<file path="config.mk">
export PLATFORM = sky130hd
export DESIGN_NAME = tuner_phy_ctrl_arb_nch
export DESIGN_NICKNAME = d
export VERILOG_FILES = /design/src/rtl/tuner_phy_ctrl_arb_nch.sv
export SDC_FILE = /design/constraint.sdc
export NUM_CORES = 1
export LEC_CHECK = 0
export CAP_MARGIN = 20
export CORE_UTILIZATION = 37
export CTS_CLUSTER_SIZE = 24
export DETAILED_ROUTE_END_ITERATION = 12
export GPL_ROUTABILITY_DRIVEN = 0
export PLACE_DENSITY_LB_ADDON = 0.15
export SYNTH_ARGS = -nofsm -noshare
export SYNTH_HDL_FRONTEND = slang
export SYNTH_SLANG_ARGS = --single-unit
</file>
<file path="constraint.sdc">
create_clock -name clk -period 2.7 [get_ports clk]
set_clock_uncertainty 0.1 [all_clocks]
set_input_delay 0.54 -clock clk [delete_from_list [all_inputs] [get_ports clk]]
set_output_delay 0.54 -clock clk [all_outputs]
set_load 0.005 [all_outputs]
</file>
<file path="src/rtl/tuner_phy_ctrl_arb_nch.sv">
// Tuner PHY controller with N-channel arbitration.
// One channel at a time wins the tuner. Its code is driven to the DAC, the
// path is allowed to settle, a power sample is requested, and the owner
// receives either the captured power with an ack or a timeout error.
module tuner_phy_ctrl_arb_nch #(
    parameter int NUM_CH      = 2,
    parameter int CODE_WIDTH  = 8,
    parameter int PWR_WIDTH   = 8,
    parameter int SYNC_CYCLES = 4,
    parameter int PWR_TIMEOUT = 64,
    parameter int PRIO_MODE   = 0
) (
    input  logic                         clk,
    input  logic                         rst_n,
    input  logic [NUM_CH-1:0]            ch_req_i,
    input  logic [NUM_CH*CODE_WIDTH-1:0] ch_code_i,
    output logic [NUM_CH-1:0]            ch_grant_o,
    output logic [NUM_CH-1:0]            ch_ack_o,
    output logic [NUM_CH-1:0]            ch_err_o,
    output logic [PWR_WIDTH-1:0]         ch_pwr_o,
    output logic [CODE_WIDTH-1:0]        tuner_code_o,
    output logic                         tuner_valid_o,
    output logic                         pwr_req_o,
    input  logic [PWR_WIDTH-1:0]         pwr_i,
    input  logic                         pwr_valid_i,
    output logic [1:0]                   state_o
);

    localparam int CH_W  = (NUM_CH > 1) ? $clog2(NUM_CH) : 1;
    localparam int SET_W = $clog2(SYNC_CYCLES) + 1;
    localparam int TMO_W = $clog2(PWR_TIMEOUT) + 1;

    typedef enum logic [1:0] {
        ST_INIT   = 2'b00,
        ST_TUNE   = 2'b01,
        ST_SYNC   = 2'b10,
        ST_COMMIT = 2'b11
    } state_t;

    state_t                  state_q,      state_d;
    logic [CODE_WIDTH-1:0]   tuner_code_q, tuner_code_d;
    logic                    tuner_valid_q, tuner_valid_d;
    logic                    pwr_req_q,    pwr_req_d;
    logic [NUM_CH-1:0]       grant_q,      grant_d;
    logic [NUM_CH-1:0]       ack_q,        ack_d;
    logic [NUM_CH-1:0]       err_q,        err_d;
    logic [PWR_WIDTH-1:0]    ch_pwr_q,     ch_pwr_d;
    logic [CH_W-1:0]         rr_ptr_q,     rr_ptr_d;
    logic [CH_W-1:0]         owner_q,      owner_d;
    logic [SET_W-1:0]        set_cnt_q,    set_cnt_d;
    logic [TMO_W-1:0]        tmo_cnt_q,    tmo_cnt_d;

    logic [CODE_WIDTH-1:0]   code_arr [NUM_CH];
    logic                    win_vld;
    logic [CH_W-1:0]         win_idx;
    logic [CH_W-1:0]         cand;
    logic [CH_W-1:0]         owner_nxt;

    for (genvar k = 0; k < NUM_CH; k++) begin : g_code
        assign code_arr[k] = ch_code_i[k*CODE_WIDTH +: CODE_WIDTH];
    end

    // Round-robin pointer advances past the owner once it is released.
    assign owner_nxt = (int'(owner_q) == NUM_CH - 1) ? '0 : owner_q + 1'b1;

    // Arbiter: scan from rr_ptr (round-robin) or from channel 0 (fixed priority).
    always_comb begin
        win_vld = 1'b0;
        win_idx = '0;
        cand    = '0;
        for (int i = 0; i < NUM_CH; i++) begin
            if (PRIO_MODE == 1) cand = CH_W'(i);
            else                cand = CH_W'((int'(rr_ptr_q) + i) % NUM_CH);
            if (!win_vld && ch_req_i[cand]) begin
                win_vld = 1'b1;
                win_idx = cand;
            end
        end
    end

    // Next-state and registered-output computation for the transaction FSM.
    always_comb begin
        state_d       = state_q;
        tuner_code_d  = tuner_code_q;
        tuner_valid_d = 1'b0;
        pwr_req_d     = pwr_req_q;
        grant_d       = grant_q;
        ack_d         = '0;
        err_d         = '0;
        ch_pwr_d      = ch_pwr_q;
        rr_ptr_d      = rr_ptr_q;
        owner_d       = owner_q;
        set_cnt_d     = set_cnt_q;
        tmo_cnt_d     = tmo_cnt_q;
        case (state_q)
            ST_INIT: begin
                if (win_vld) begin
                    state_d       = ST_TUNE;
                    owner_d       = win_idx;
                    grant_d       = NUM_CH'(1) << win_idx;
                    tuner_code_d  = code_arr[win_idx];
                    tuner_valid_d = 1'b1;
                end
            end
            ST_TUNE: begin
                state_d   = ST_SYNC;
                set_cnt_d = '0;
                tmo_cnt_d = '0;
                pwr_req_d = (SYNC_CYCLES == 0);
            end
            ST_SYNC: begin
                if (|err_q) begin
                    // Timeout cycle has been presented; release the owner.
                    state_d  = ST_INIT;
                    grant_d  = '0;
                    rr_ptr_d = owner_nxt;
                end else if (!pwr_req_q) begin
                    if (int'(set_cnt_q) + 1 >= SYNC_CYCLES) pwr_req_d = 1'b1;
                    if (set_cnt_q != '1) set_cnt_d = set_cnt_q + 1'b1;
                end else if (pwr_valid_i) begin
                    state_d   = ST_COMMIT;
                    ch_pwr_d  = pwr_i;
                    pwr_req_d = 1'b0;
                    ack_d     = grant_q;
                end else if (int'(tmo_cnt_q) + 1 >= PWR_TIMEOUT) begin
                    pwr_req_d = 1'b0;
                    err_d     = grant_q;
                end else if (tmo_cnt_q != '1) begin
                    tmo_cnt_d = tmo_cnt_q + 1'b1;
                end
            end
            default: begin
                state_d  = ST_INIT;
                grant_d  = '0;
                rr_ptr_d = owner_nxt;
            end
        endcase
    end

    // State and output registers with asynchronous active-low reset.
    always_ff @(posedge clk or negedge rst_n) begin
        if (!rst_n) begin
            state_q       <= ST_INIT;
            tuner_code_q  <= '0;
            tuner_valid_q <= 1'b0;
            pwr_req_q     <= 1'b0;
            grant_q       <= '0;
            ack_q         <= '0;
            err_q         <= '0;
            ch_pwr_q      <= '0;
            rr_ptr_q      <= '0;
            owner_q       <= '0;
            set_cnt_q     <= '0;
            tmo_cnt_q     <= '0;
        end else begin
            state_q       <= state_d;
            tuner_code_q  <= tuner_code_d;
            tuner_valid_q <= tuner_valid_d;
            pwr_req_q     <= pwr_req_d;
            grant_q       <= grant_d;
            ack_q         <= ack_d;
            err_q         <= err_d;
            ch_pwr_q      <= ch_pwr_d;
            rr_ptr_q      <= rr_ptr_d;
            owner_q       <= owner_d;
            set_cnt_q     <= set_cnt_d;
            tmo_cnt_q     <= tmo_cnt_d;
        end
    end

    assign ch_grant_o    = grant_q;
    assign ch_ack_o      = ack_q;
    assign ch_err_o      = err_q;
    assign ch_pwr_o      = ch_pwr_q;
    assign tuner_code_o  = tuner_code_q;
    assign tuner_valid_o = tuner_valid_q;
    assign pwr_req_o     = pwr_req_q;
    assign state_o       = state_q;

endmodule

</file>
==> results of run 1 <==
## flip-flops by register name (all words and copies together), names as in the netlist
register       cells
state_o            2
ch_err_o           2
rr_ptr_q           1
ch_pwr_o           8
ch_ack_o           2
owner_q            1
set_cnt_q          3
tuner_code_o       8
pwr_req_o          1
tmo_cnt_q          7
tuner_valid_o      1
ch_grant_o         2
## synth_stat cells
library cell  count  area [sq um]
dfrtp_1          38           951
nand2_1          16          60.1
o21ai_0          13          65.1
nor2_1           11          41.3
mux2i_1           9          90.1
mux2_2            8          90.1
inv_1             6          22.5
a31oi_1           4          25.0
ha_1              4          50.1
nand2b_1          4          25.0
nand3_1           4          20.0
o211ai_1          4          30.0
o311ai_0          4          35.0
a21oi_1           3          15.0
and3_1            3          18.8
clkbuf_1          3          11.3
o22ai_1           3          18.8
and2_1            2          12.5
and4_1            2          17.5
buf_2             2          10.0
nor2b_1           2          12.5
nor3_1            2          10.0
o22a_1            2          17.5
or4_1             2          15.0
a211oi_1          1          7.51
a22o_1            1          8.76
a311o_1           1          10.0
a31o_2            1          8.76
a32o_1            1          10.0
a41oi_1           1          8.76
and4b_1           1          10.0
buf_6             1          11.3
nand4_1           1          6.26
nand4b_1          1          8.76
nor2_2            1          6.26
nor4b_1           1          8.76
o21ai_1           1          5.00
o32ai_1           1          8.76
or3_1             1          6.26
or3_4             1          11.3
or4b_2            1          10.0
## kinds of logic (layout without fill, tap and decap cells)
family,after synthesis,in the layout
buffers and inverters,12,71
multiplexers,17,17
AND/OR/NAND/NOR,56,56
flip-flops,38,38
AO/OA/AOI/OAI,41,41
adder cells (fa/ha/maj),4,4
## layout make-up
type	instances	share of cell area (%)
flip-flops and latches	38	38.0
multi-input cells	118	32.1
repair buffers	58	22.6
well taps	67	3.35
clock buffers	7	3.05
inverters	6	0.900
## worst paths after layout
check / startpoint / endpoint / slack [ns]
hold / removal: rst_n / set_cnt_q[2] / 0.25
setup reg to reg: ch_err_o[1] / tmo_cnt_q[2] / 0.55
setup / recovery: ch_err_o[1] / tmo_cnt_q[2] / 0.55
hold reg to reg: tuner_code_o[3] / tuner_code_o[3] / 0.38
max in group asynchronous: rst_n / ch_ack_o[0] / 1.71
min in group clk: tuner_code_o[3] / tuner_code_o[3] / 0.38
## power breakdown
group / switching [mW] / internal (mW) / total (mW)
clock: 0.186 / 0.178 / 0.364
sequential: 0.166 / 0.783 / 0.948
combinational: 0.442 / 0.569 / 1.01
## routing by layer
metal	global-route usage [%]	up-vias
li1	-	740
met1	22.8	756
met2	27.4	64
met3	6.81	4
met4	5.88	0
met5	0	-
## stage by stage
| step | instances | instance area, sq um | total power [mW] |
|---|---|---|---|
| 2_1_floorplan | 168 | 1810 | 1.46 |
| 3_3_place_gp | 287 | 2430 | 1.93 |
| 3_5_place_dp | 287 | 2430 | 1.97 |
| 4_1_cts | 294 | 2500 | 2.35 |
| 5_1_grt | 294 | 2500 | 2.51 |
| 6_report | 294 | 2500 | 2.32 |
## worst reg2reg max path, cell delays in order, from the launching register on
cell and delay, ns:
dfrtp_1 0.44, or3_4 0.42, or3_1 0.49, o311ai_0 0.37, o311ai_0 0.19
==> results.toml, run 1 <==
[synthesis]
synth-compound-area-share_pct = 15.1
synth_xor_area_share_pct = 0
synth_seq_cells = 38
yosys_warnings = 0
syn_avg_cell_area_sq_um = 10.8
yosysSeqAreaShare_pct = 52.5
synth_top_family_by_area = "simple AND/OR/NAND/NOR gates"
synthSimpleGateAreaFrac_pct = 16.6
postSynthCellCount = 168
synthesis.area_sq_mm = 0.00181
syn-num-nets = 201
synthMuxAreaShare_pct = 9.95
synth.distinct_cells = 41
synthAdderAreaFrac_pct = 2.76

[setup_path]
worst_setup_path_end_kind = "flip-flop"
crit_family = "simple AND/OR/NAND/NOR gates"
slowest_delay_ns = 0.49
path_class = "reg2reg"
worstPathArrival_ns = 2.19
reg2regPathDepth = 4
critPathBufInv = 0
path_cells = "or3_4 -> or3_1 -> o311ai_0 -> o311ai_0"
cp_max_fo = 9
worst_setup_path_start_kind = "flip-flop"
crit_slowest_cell = "or3_1"
cp.required_ns = 2.74
critical_path_depth = 4
crit_path_frequent_cell = "o311ai_0"

[cells_and_area]
area_delta_synth_final_pct = 38.3
fillers = 414
drive_gt1_share_pct = 9.69
final_cell_mix = "53 x clkdlybuf4s50_1, 38 x dfrtp_1, 16 x nand2_1, 13 x o21ai_0, 11 x nor2_1"
register_area_sq_um = 951
utilization_pct = 53.0
multi_input_area_sq_um = 805
final_common_cell = "clkdlybuf4s50_1"
diodes = 0
layout.nets = 260

[clock_network]
clock-sinks = 38
clock_path_buffers = 2
insertion_delay_ns = 0.29
root_buffer = "clkbuf_8"
clk_pin_slew_ns = 0.07
ctsResizeCount = 0
cts_setup_buffers = 0
cts_tree = "built"
postCtsHoldBufs = 0
cts_max_level = 2
numCtsBuffers = 5

[detailed_routing]
wl_met1_um = 1870
drt_iter0_drc = 171
dr.pass1.iters = 6
ant_nets = 0
wl_per_cell_um = 14.8
highest_layer = "met4"
vias = 1564
drc = 0
met2WireLength_um = 2110
wl_um = 4360
dr_wl_met3_um = 341
viasPerCell = 5.32

[sta]
layout_min_cycle_time_ns = 2.15
worstMarginPinSlew_ns = 0.849
final_hold_viol_count = 0
timing.fmax_mhz = 464
rsz0062_at_grt = "no"
finalSetupTns_ns = 0
holdWs_ns = 0.251
fin_crit_sh_pct = 79.7
slew_violations = 0
setup_ws_ns = 0.547
setup_violations = 0
timing.slew.headroom_pct = 43.4

[floorplan]
initial_core_util_pct = 38.3
fp.dieH_um = 72.0
dieArea_sq_mm = 0.00518
fp.dieW_um = 72.0
ios = 55
row_count = 25
core-area_sq_mm = 0.00472

[placement]
preCtsSetupSlack_ns = 0.324
hpwlAfterDp_um = 3100
io_buffers = 54

[run]
maxCapViolCount = 0

[global_routing]
grt_pass1_wl_um = 6950
global_route.overflow_total = 0
grt_usage_pct = 17.6
grt_pass1_vias = 1471
antenna_found_initial = 0
grt_max_degree = 39

[worst_hold_path]
hp-class = "in2async"

[run_status]
outcome = "finished, final reports clean"

[power_and_ir_drop]
peakVddDrop_uv = 386
p_leak_nw = 1.09
pwr_density_cell_mw_per_mm2 = 928
Power figures use the tool's default switching activity.
==> inputs of run 2 (changes only) <==
==> constraint.sdc (replaced) <==
create_clock -name clk -period 1.8 [get_ports clk]
set_clock_uncertainty 0.1 [all_clocks]
set_input_delay 0.36 -clock clk [delete_from_list [all_inputs] [get_ports clk]]
set_output_delay 0.36 -clock clk [all_outputs]
set_load 0.005 [all_outputs]
==> results.toml, run 2 (synthesized netlist as in run 1, its figures left out) <==
[sta]
final_hold_viol_count = 0
worstMarginPinSlew_ns = 0.432
setup_violations = 9
setup_ws_ns = -0.0960
layout_min_cycle_time_ns = 1.90
slew_violations = 0
fin_crit_sh_pct = 105
timing.slew.headroom_pct = 71.2
timing.fmax_mhz = 527
rsz0062_at_grt = "yes"

[clock_network]
numCtsBuffers = 5
cts_max_level = 2
insertion_delay_ns = 0.29
root_buffer = "clkbuf_8"
clock-sinks = 38
clk_pin_slew_ns = 0.07
cts_tree = "built"
clock_path_buffers = 2

[setup_path]
slowest_delay_ns = 0.42
cp_max_fo = 7
worstPathArrival_ns = 2.00
cp.required_ns = 1.90
reg2reg_from = "ch_err_o[0]"
crit_path_end = "tmo_cnt_q[5]"
crit_path_frequent_cell = "or3_4"
crit_slowest_cell = "or4_4"
crit_start = "ch_err_o[0]"
reg2reg_to = "tmo_cnt_q[5]"
path_cells = "or3_4 -> or3_4 -> or4_4 -> o211ai_1"
worst_setup_path_start_kind = "flip-flop"
worst-r2r-setup-slack_ns = -0.1
path_class = "reg2reg"
reg2regPathDepth = 4
worst_setup_path_end_kind = "flip-flop"

[floorplan]
core-area_sq_mm = 0.00472
initial_core_util_pct = 38.3
dieArea_sq_mm = 0.00518
row_count = 25
fp.dieW_um = 72.0
ios = 55
fp.dieH_um = 72.0

[power_and_ir_drop]
switchingPower_mw = 1.39
p_sw_share_pct = 34.0
peakVddDrop_uv = 757
p_comb_share_pct = 50.3
p_leak_nw = 1.31
pwr_density_cell_mw_per_mm2 = 1410
pwr-share-clk_pct = 14.7
pwr-share-seq_pct = 35.0
power.internal_mw = 2.71

[global_routing]
grt_pass1_vias = 1720
grt_usage_pct = 20.3
grt_pass1_wl_um = 7980
grt_max_degree = 22
global_route.overflow_total = 0
antenna_found_initial = 0

[placement]
placed_cell_area_sq_mm = 0.00259
hpwlAfterDp_um = 3330
place_inst = 304
io_buffers = 54

[cells_and_area]
diodes = 0
final_cells = 322
final_cell_mix = "50 x clkdlybuf4s50_1, 37 x dfrtp_1, 23 x buf_4, 16 x nand2_1, 10 x o21ai_0"
fillers = 385
layout.nets = 287
drive_gt1_share_pct = 25.5
final_common_cell = "clkdlybuf4s50_1"
utilization_pct = 61.7
fin_area_sq_mm = 0.00292
area_delta_synth_final_pct = 61.1

[detailed_routing]
wl_um = 4920
vias = 1705
ant_nets = 0
dr.pass1.iters = 4
wl_per_cell_um = 15.3
drc = 0
viasPerCell = 5.30
drt_iter0_drc = 164

[worst_hold_path]
hp-class = "reg2reg"

[run_status]
outcome = "finished with violations"
violations = "negative setup slack"

[run]
maxCapViolCount = 0
## run 2: cell count changes in the layout (fill, tap and decap cells not counted), moves of 3 or more
cell and change:
o21ai_0 -3, o311ai_0 -4, clkdlybuf4s50_1 -3, mux2_4 +5
nor2_4 +3, mux2_2 -5, buf_4 +19
## run 2: worst max-delay path, delay by kind of cell (launching register included)
family           cells  cell delay, ns
AO/OA/AOI/OAI        1            0.11
AND/OR/NAND/NOR      3            1.20
flip-flops           1            0.40
## run 2: per-layer routing
metal	track usage [%]	routed length [um]
met1	25.5	2150
met2	33.6	2430
met3	5.56	297
met4	7.84	39
met5	0	0
## run 2: worst min path at each step
stage                 start            to  slack (ns)  cells after the start
floorplan             rst_n   ch_ack_o[0]       -0.04                      0
global placement      rst_n  tmo_cnt_q[4]        0.23                      1
detailed placement    rst_n  tmo_cnt_q[4]        0.23                      1
CTS                 owner_q      rr_ptr_q        0.37                      1
global route        owner_q      rr_ptr_q        0.40                      1
finish              owner_q      rr_ptr_q        0.37                      1
## run 2: repair_timing
item | CTS | global route
gates resized for setup | 18 | 15
cloned | 2 | 0
hold endpoints to repair | 17 | 0
pin swaps | 5 | 5
setup buffers | 5 | 2
setup endpoints to repair | 21 | 32
hold buffers | 1 | 0
## run 2: metrics by stage
stage               TNS [ns]  setup WS [ns]  hold slack [ns]  power, mW
finish                -0.285        -0.0960            0.373       4.10
global placement       -2.09         -0.198            0.226       3.03
floorplan              -2.51         -0.231          -0.0356       2.22
CTS                   -0.630         -0.108            0.375       4.01
global route          -0.712         -0.140            0.403       4.40
detailed placement     -2.65         -0.233            0.233       3.11
## run 2: power groups by stage
stage / Combinational (mW) / Clock (mW) / Sequential [mW]
after global routing: 2.25 / 0.673 / 1.48
after CTS: 1.97 / 0.627 / 1.42
after detailed placement: 1.70 / 0 / 1.41
final: 2.06 / 0.604 / 1.43
after global placement: 1.64 / 0 / 1.39
after floorplan: 0.822 / 0 / 1.40
## run 2: cell type report
cell class	instances	area [sq um]	area share, %
clock buffers	7	86.3	2.96
clock inverters	1	5.00	0.172
inverters	6	22.5	0.772
multi-input cells	119	935	32.0
flip-flops and latches	38	952	32.6
well taps	67	83.8	2.87
repair buffers	84	832	28.5
==> inputs of run 3 (changes only) <==
--- a/config.mk
+++ b/config.mk
@@ -5,7 +5,6 @@
 export SDC_FILE = /design/constraint.sdc
 export NUM_CORES = 1
 export LEC_CHECK = 0
-export CAP_MARGIN = 20
 export CORE_UTILIZATION = 37
 export CTS_CLUSTER_SIZE = 24
 export DETAILED_ROUTE_END_ITERATION = 12
@@ -14,3 +13,4 @@
 export SYNTH_ARGS = -nofsm -noshare
 export SYNTH_HDL_FRONTEND = slang
 export SYNTH_SLANG_ARGS = --single-unit
+export TNS_END_PERCENT = 5
==> results.toml, run 3 (synthesized netlist as in run 1, its figures left out) <==
[sta]
timing.fmax_mhz = 526
slew_violations = 0
layout_min_cycle_time_ns = 1.90
worstMarginPinSlew_ns = 0.486
timing.slew.headroom_pct = 67.6
final_hold_viol_count = 0
rsz0062_at_grt = "yes"
setup_violations = 5
fin_crit_sh_pct = 106
setup_ws_ns = -0.101

[clock_network]
clock-sinks = 38
clock_path_buffers = 2
cts_tree = "built"
numCtsBuffers = 5
root_buffer = "clkbuf_8"
clk_pin_slew_ns = 0.09
cts_max_level = 2
insertion_delay_ns = 0.29

[placement]
io_buffers = 54
hpwlAfterDp_um = 3460
place_inst = 310

[cells_and_area]
area_delta_synth_final_pct = 57.8
drive_gt1_share_pct = 24.5
diodes = 0
final_common_cell = "clkdlybuf4s50_1"
layout.nets = 285
final_cell_mix = "51 x clkdlybuf4s50_1, 37 x dfrtp_1, 25 x buf_4, 16 x nand2_1, 11 x o21ai_0"
final_cells = 320
fillers = 384

[power_and_ir_drop]
report.power.total_mw = 4.18
p_leak_nw = 1.27
peakVddDrop_uv = 612
pwr_density_cell_mw_per_mm2 = 1460

[run_status]
outcome = "finished with violations"
violations = "negative setup slack"

[detailed_routing]
wl_um = 4800
dr.pass1.iters = 4
ant_nets = 0
drt_iter0_drc = 70
wl_per_cell_um = 15.0
dr_wl_met3_um = 312
vias = 1663
met2WireLength_um = 2320
wl_met1_um = 2080
viasPerCell = 5.20
drc = 0
highest_layer = "met4"

[floorplan]
ios = 55
initial_core_util_pct = 38.3
core-area_sq_mm = 0.00472
row_count = 25
dieArea_sq_mm = 0.00518
fp.dieW_um = 72.0
fp.dieH_um = 72.0

[global_routing]
grt_max_degree = 23
grt_usage_pct = 20.5
global_route.overflow_total = 0
grt_pass1_vias = 1751
antenna_found_initial = 0
grt_pass1_wl_um = 8140

[setup_path]
reg2regPathDepth = 4
reg2reg_to = "tmo_cnt_q[5]"
cp_max_fo = 9
worst_setup_path_end_kind = "flip-flop"
cp.required_ns = 1.92
worst_setup_path_start_kind = "flip-flop"
reg2reg_from = "ch_err_o[0]"
worst-r2r-setup-slack_ns = -0.10
crit_start = "ch_err_o[0]"
worstPathArrival_ns = 2.02
crit_path_end = "tmo_cnt_q[5]"
path_class = "reg2reg"

[run]
maxCapViolCount = 0

[worst_hold_path]
hp-class = "reg2reg"
hp-start = "owner_q"
==> run 3: changes by cell type in the layout (fill, tap and decap cells not counted), moves of 2 or more <==
cell       delta
buf_12        -2
buf_4         +2
mux2_2        +5
bufinv_16     +2
mux2_4        -5
==> run 3: report_power, final <==
| group | internal, mW | switching (mW) |
|---|---|---|
| clock | 0.591 | 0.314 |
| sequential | 1.17 | 0.246 |
| combinational | 1.05 | 0.805 |
| total | 2.82 | 1.37 |
==> run 3: metal layers <==
layer  global-route usage, %  vias to the layer above
met4                    9.37                        0
met2                    32.1                       58
met3                    6.11                       10
met1                    26.2                      805
li1                        -                      790
met5                       0                        -
==> run 3: how the worst min path moves through the flow <==
stage | end | slack [ns] | depth (start not counted)
2_1_floorplan | ch_ack_o[0] | -0.04 | 0
3_3_place_gp | ch_pwr_o[4] | 0.25 | 1
3_5_place_dp | ch_err_o[0] | 0.25 | 1
4_1_cts | rr_ptr_q | 0.37 | 1
5_1_grt | rr_ptr_q | 0.39 | 1
6_report | rr_ptr_q | 0.36 | 1
==> run 3: stage by stage <==
step | worst slack (ns) | TNS, ns | hold slack [ns] | cell area [sq um] | utilization, %
2_1_floorplan | -0.231 | -2.61 | -0.0356 | 1830 | -
3_3_place_gp | -0.187 | -1.97 | 0.245 | 2610 | 55.3
3_5_place_dp | -0.232 | -2.82 | 0.250 | 2610 | 55.3
4_1_cts | -0.106 | -0.305 | 0.373 | 2820 | 59.8
5_1_grt | -0.171 | -0.922 | 0.390 | 2860 | 60.5
6_report | -0.101 | -0.353 | 0.365 | 2860 | 60.5
==> run 3: worst max-delay path, cell delays in order, from the launching register on <==
cell      delay (ns)
dfrtp_1         0.41
or3_4           0.40
or3_4           0.40
or4_1           0.42
o211ai_1        0.09
==> run 3: final cells by class <==
cell class	instances	area [sq um]	area share [%]
inverters	6	22.5	0.788
clock inverters	2	60.1	2.10
clock buffers	6	82.6	2.89
repair buffers	82	761	26.6
well taps	67	83.8	2.93
flip-flops and latches	38	952	33.3
multi-input cells	119	895	31.3
==> run 3: repair_timing <==
item                       in CTS  in global routing
gates resized for setup        14                 10
setup endpoints to repair      21                 23
pin swaps                       3                  6
hold endpoints to repair       20                  0
setup buffers                   0                  0
hold buffers                    1                  0
gates cloned                    1                  0
==> variant 1, RTL diff (config.mk and constraints of run 1) <==
Set the parameter `PRIO_MODE` to 1 (it was 0).
--- a/src/rtl/tuner_phy_ctrl_arb_nch.sv
+++ b/src/rtl/tuner_phy_ctrl_arb_nch.sv
@@ -8,7 +8,7 @@
     parameter int PWR_WIDTH   = 8,
     parameter int SYNC_CYCLES = 4,
     parameter int PWR_TIMEOUT = 64,
-    parameter int PRIO_MODE   = 0
+    parameter int PRIO_MODE   = 1
 ) (
     input  logic                         clk,
     input  logic                         rst_n,
Function: changed (Yosys sat finds a counterexample within 10 cycles, from zero or initial values and one cycle with rst_n low).
==> variant 1 against run 1 <==
  * Wire length shrank 11%
  * Area after synthesis is 3.0% lower
  * Design area decreased by 1.6%
  * Sequential cell count down 2
  * Non-clock buffer count stayed put
  * Fmax decreased by 2.0%
  * Setup slack worse by 0.043 ns
  * Total power shrank 2.5%
  * Critical path type is now in -> reg
  * Highest routed layer unchanged
==> variant 1: results (changes against run 1) <==
metric	value	unit	change
nNetsFinal	254		-2.3%
sequentialPowerShare	37.5	%	-3.3 points
yosys.cell_types.count	36		-12%
critical_path.reg2reg.endpoint	set_cnt_q[0]		
synthMuxAreaShare	10.9	%	+0.95 points
tightestPinTransition	0.794	ns	-0.0549 ns
detailed_place_hpwl	2.85	mm	-8.3%
numClockSinks	36		-5.3%
post_drt_wl_per_cell	14.1	um	-5.0%
vias_per_cell	5.26		-1.1%
multi_input_area_share	33.2	%	+1.0 points
post_synth_fa_ha_maj_area_fraction	2.85	%	+0.087 points
critPathTopFamily	compound AO/OA/AOI/OAI gates		
first_iter_violations	62		-64%
r2r_start	set_cnt_q[0]		
cp_max_stage_delay	0.55	ns	+0.06 ns
place_inst	266		-7.3%
outcome	finished, final reports clean		
clock_buffers	6		-1
count_of_mapped_cells_out_of_synthesis	163		-3.0%
synth_compound_gate_area_share	13.8	%	-1.3 points
worstSetupEndpoint	tmo_cnt_q[0]		
final.signal_inverter_count	2		-4
crit_path_max_fanout	5		-4
ir_worst_vdd	0.436	mV	+13%
switching_power	745	uW	-6.2%
global_route.usage.total	16.3	%	-1.3 points
grt_pass1_wl	6.56	mm	-5.6%
power.sequential.total	849	uW	-10%
rrSetupSlack	0.74	ns	+0.19 ns
worst_path_max_delay_cell	or4b_4		
clkPwrFrac	20.7	%	+5.0 points
critPathArrivalTime	2.28	ns	+0.09 ns
synthesis.nets	196		-2.5%
-- variant 1: kinds of logic (layout without fill, tap and decap cells) --
| group | Yosys count | count (layout) |
|---|---|---|
| and+or+nand+nor | 60 | 60 |
| buffers and inverters | 9 | 68 |
| AOI/OAI and AO/OA | 36 | 36 |
| DFF | 36 | 36 |
| muxes | 18 | 18 |
| adders and majority gates | 4 | 4 |
-- variant 1: worst min path at each step --
stage / start / to / slack, ns
finish: rst_n / tmo_cnt_q[4] / 0.23
global route: rst_n / tmo_cnt_q[5] / 0.29
CTS: rst_n / tmo_cnt_q[4] / 0.26
detailed placement: tuner_code_o[7] / tuner_code_o[7] / 0.38
global placement: tuner_code_o[2] / tuner_code_o[2] / 0.36
floorplan: rst_n / ch_ack_o[0] / 0.14
-- variant 1: metal layers --
metal,global-route usage [%],wire (um)
met1,19.6,1670
met2,29.5,1970
met3,4.27,198
met4,3.33,25
met5,0,0
==> variant 2, RTL diff (settings of run 1) <==
Made on the original files. Register the output `ch_err_o` once more, with the module's reset; this adds one clock of latency there. The other outputs are not delayed to match.
--- a/src/rtl/tuner_phy_ctrl_arb_nch.sv
+++ b/src/rtl/tuner_phy_ctrl_arb_nch.sv
@@ -170,7 +170,13 @@
 
     assign ch_grant_o    = grant_q;
     assign ch_ack_o      = ack_q;
-    assign ch_err_o      = err_q;
+    always_ff @(posedge clk or negedge rst_n) begin
+        if (!rst_n) begin
+            ch_err_o <= '0;
+        end else begin
+            ch_err_o <= err_q;
+        end
+    end
     assign ch_pwr_o      = ch_pwr_q;
     assign tuner_code_o  = tuner_code_q;
     assign tuner_valid_o = tuner_valid_q;
Check against the original RTL: same outputs for any inputs over 10 cycles, from zero or initial values and one cycle with rst_n low; that may be too few to reach the edited logic, so the function may still have changed.
==> variant 2 against run 1 <==
  * Wire length shrank 8.3%
  * Area after synthesis shrank 0.83%
  * Total power decreased by 1.8%
  * Non-clock buffer count is the same
  * Sequential share of layout area up 2.0 points
  * Die area shrank 0.80%
  * Utilization increased by 2.6 points
  * Count of clock-buffer cells in the layout shrank 1
  * Design area hardly changed
  * Sequential cell count is 2 higher
  * Setup slack lost 0.065 ns
  * Critical path type unchanged
  * Critical endpoint is now set_cnt_q[1]
  * Largest power group is now sequential cells
==> variant 2: results (changes against run 1) <==
metric	value	unit	change
outcome	finished, final reports clean		
fillers	401		-3.1%
worst_path_max_delay_cell	or4b_1		
crit_path_max_fanout	14		+5
worst_skew_pair.late_latency	0.30	ns	
critical_path.reg2reg.endpoint	set_cnt_q[1]		
n_antenna_cell	0		unchanged
met2WireLength	1.92	mm	-9.1%
nNetsFinal	254		-2.3%
critPathArrivalTime	2.32	ns	+0.13 ns
cp_max_stage_delay	0.77	ns	+0.28 ns
cts_repair_resize_count	0		unchanged
vias_per_cell	5.20		-2.2%
route.layer.met1.wl	1.81	mm	-3.6%
highest-signal-layer	met4		
route.met3.wl	203	um	-40%
total_leakage_power	1.15	nW	+6.1%
switching_power	730	uW	-8.0%
worst_slew_margin_rel	42.5	%	-0.90 points
yosys_warnings	0		unchanged
yosys.cell_types.count	32		-22%
post_drt_wl_per_cell	14.6	um	-1.6%
synthesis.nets	196		-2.5%
firstDrtPassIters	4		-2
grt_pass1_wl	6.58	mm	-5.4%
synth.top_cells.by_area	dfrtp_1, mux2i_1, mux2_2, o21ai_0, nand2_1		
grt_start_max_net_pins	41		+5.1%
yosysSeqAreaShare	55.7	%	+3.2 points
post-cts-setup-buffer-count	0		unchanged
layout-drive-gt1-share	9.46	%	-0.23 points
max_freq	451	MHz	-2.9%
synth_top_cells_by_count	dfrtp_1, nand2_1, o21ai_0, mux2i_1, mux2_2		
clock_tree.root_cell	clkbuf_8		
number_of_antenna_violations_at_the_first_check_in_global_routing	0		unchanged
cts_inserted_buffers	5		unchanged
timing.setup.critical_path_class	reg -> reg		
r2r_start	state_o[0]		
grt_pass1_vias	1446		-1.7%
global_route.usage.total	16.8	%	-0.87 points
min_path_type	in -> async		
ir_worst_vdd	0.318	mV	-18%
reg2regPathDepth	4		unchanged
detailed_place_hpwl	2.94	mm	-5.3%
first_iter_violations	67		-61%
rrSetupSlack	0.48	ns	-0.06 ns
==> variant 2: changes by cell type in the layout (fill, tap and decap cells not counted), sizes merged, moves of 4 or more <==
cell / change
nor2: -5
o311ai: -4
nor3: +4
o21ai: +4
o211ai: -4
==> variant 2: metrics by stage <==
stage / setup WS, ns / cells / cell area (um2)
after CTS: 0.474 / 274 / 2500
after global routing: 0.373 / 274 / 2500
after floorplan: 0.844 / 163 / 1800
final: 0.482 / 274 / 2500
after global placement: 0.336 / 266 / 2400
after detailed placement: 0.307 / 266 / 2400
==> variant 2: cells by family after synthesis <==
kind of cell	after synthesis	synth area share [%]
adder cells (fa/ha/maj)	4	2.79
buffers and inverters	10	2.23
multiplexers	20	11.7
flip-flops	40	55.7
AND/OR/NAND/NOR	54	15.3
AO/OA/AOI/OAI	35	12.3
==> variant 2: worst reg2reg max path, cell delays in order, from the launching register on <==
cell,delay [ns]
dfrtp_1,0.54
or4b_1,0.77
or3_4,0.42
o21ai_1,0.15
o2bb2ai_1,0.14
==> variant 2: worst min-delay path by stage <==
stage | from | end | slack [ns] | depth (start not counted)
floorplan | rst_n | ch_ack_o[0] | 0.14 | 0
global placement | err_q[1] | ch_err_o[1] | 0.32 | 0
detailed placement | err_q[0] | ch_err_o[0] | 0.33 | 0
CTS | rst_n | tmo_cnt_q[2] | 0.29 | 1
global route | rst_n | tmo_cnt_q[2] | 0.33 | 1
finish | rst_n | ch_err_o[0] | 0.24 | 1
==> variant 2: layout make-up <==
type / count / share of cell area, %
sequential: 40 / 40.0
multi-input combinational: 113 / 30.1
timing repair buffer: 58 / 22.6
clock buffer: 6 / 2.90
tap: 52 / 2.60
clock inverter: 2 / 1.40
inverter: 3 / 0.450
==> variant 2: per-layer routing <==
layer,global-route usage (%),up-vias
li1,-,694
met1,21.1,677
met2,27.1,45
met3,3.80,9
met4,8.50,0
met5,0,-
==> variant 2: power groups by stage <==
stage	sequential [mW]	clock (mW)	combinational, mW
after floorplan	0.922	0	0.413
after global routing	0.964	0.519	0.956
after global placement	0.933	0	0.838
after CTS	0.936	0.494	0.874
final	0.937	0.481	0.862
after detailed placement	0.948	0	0.871
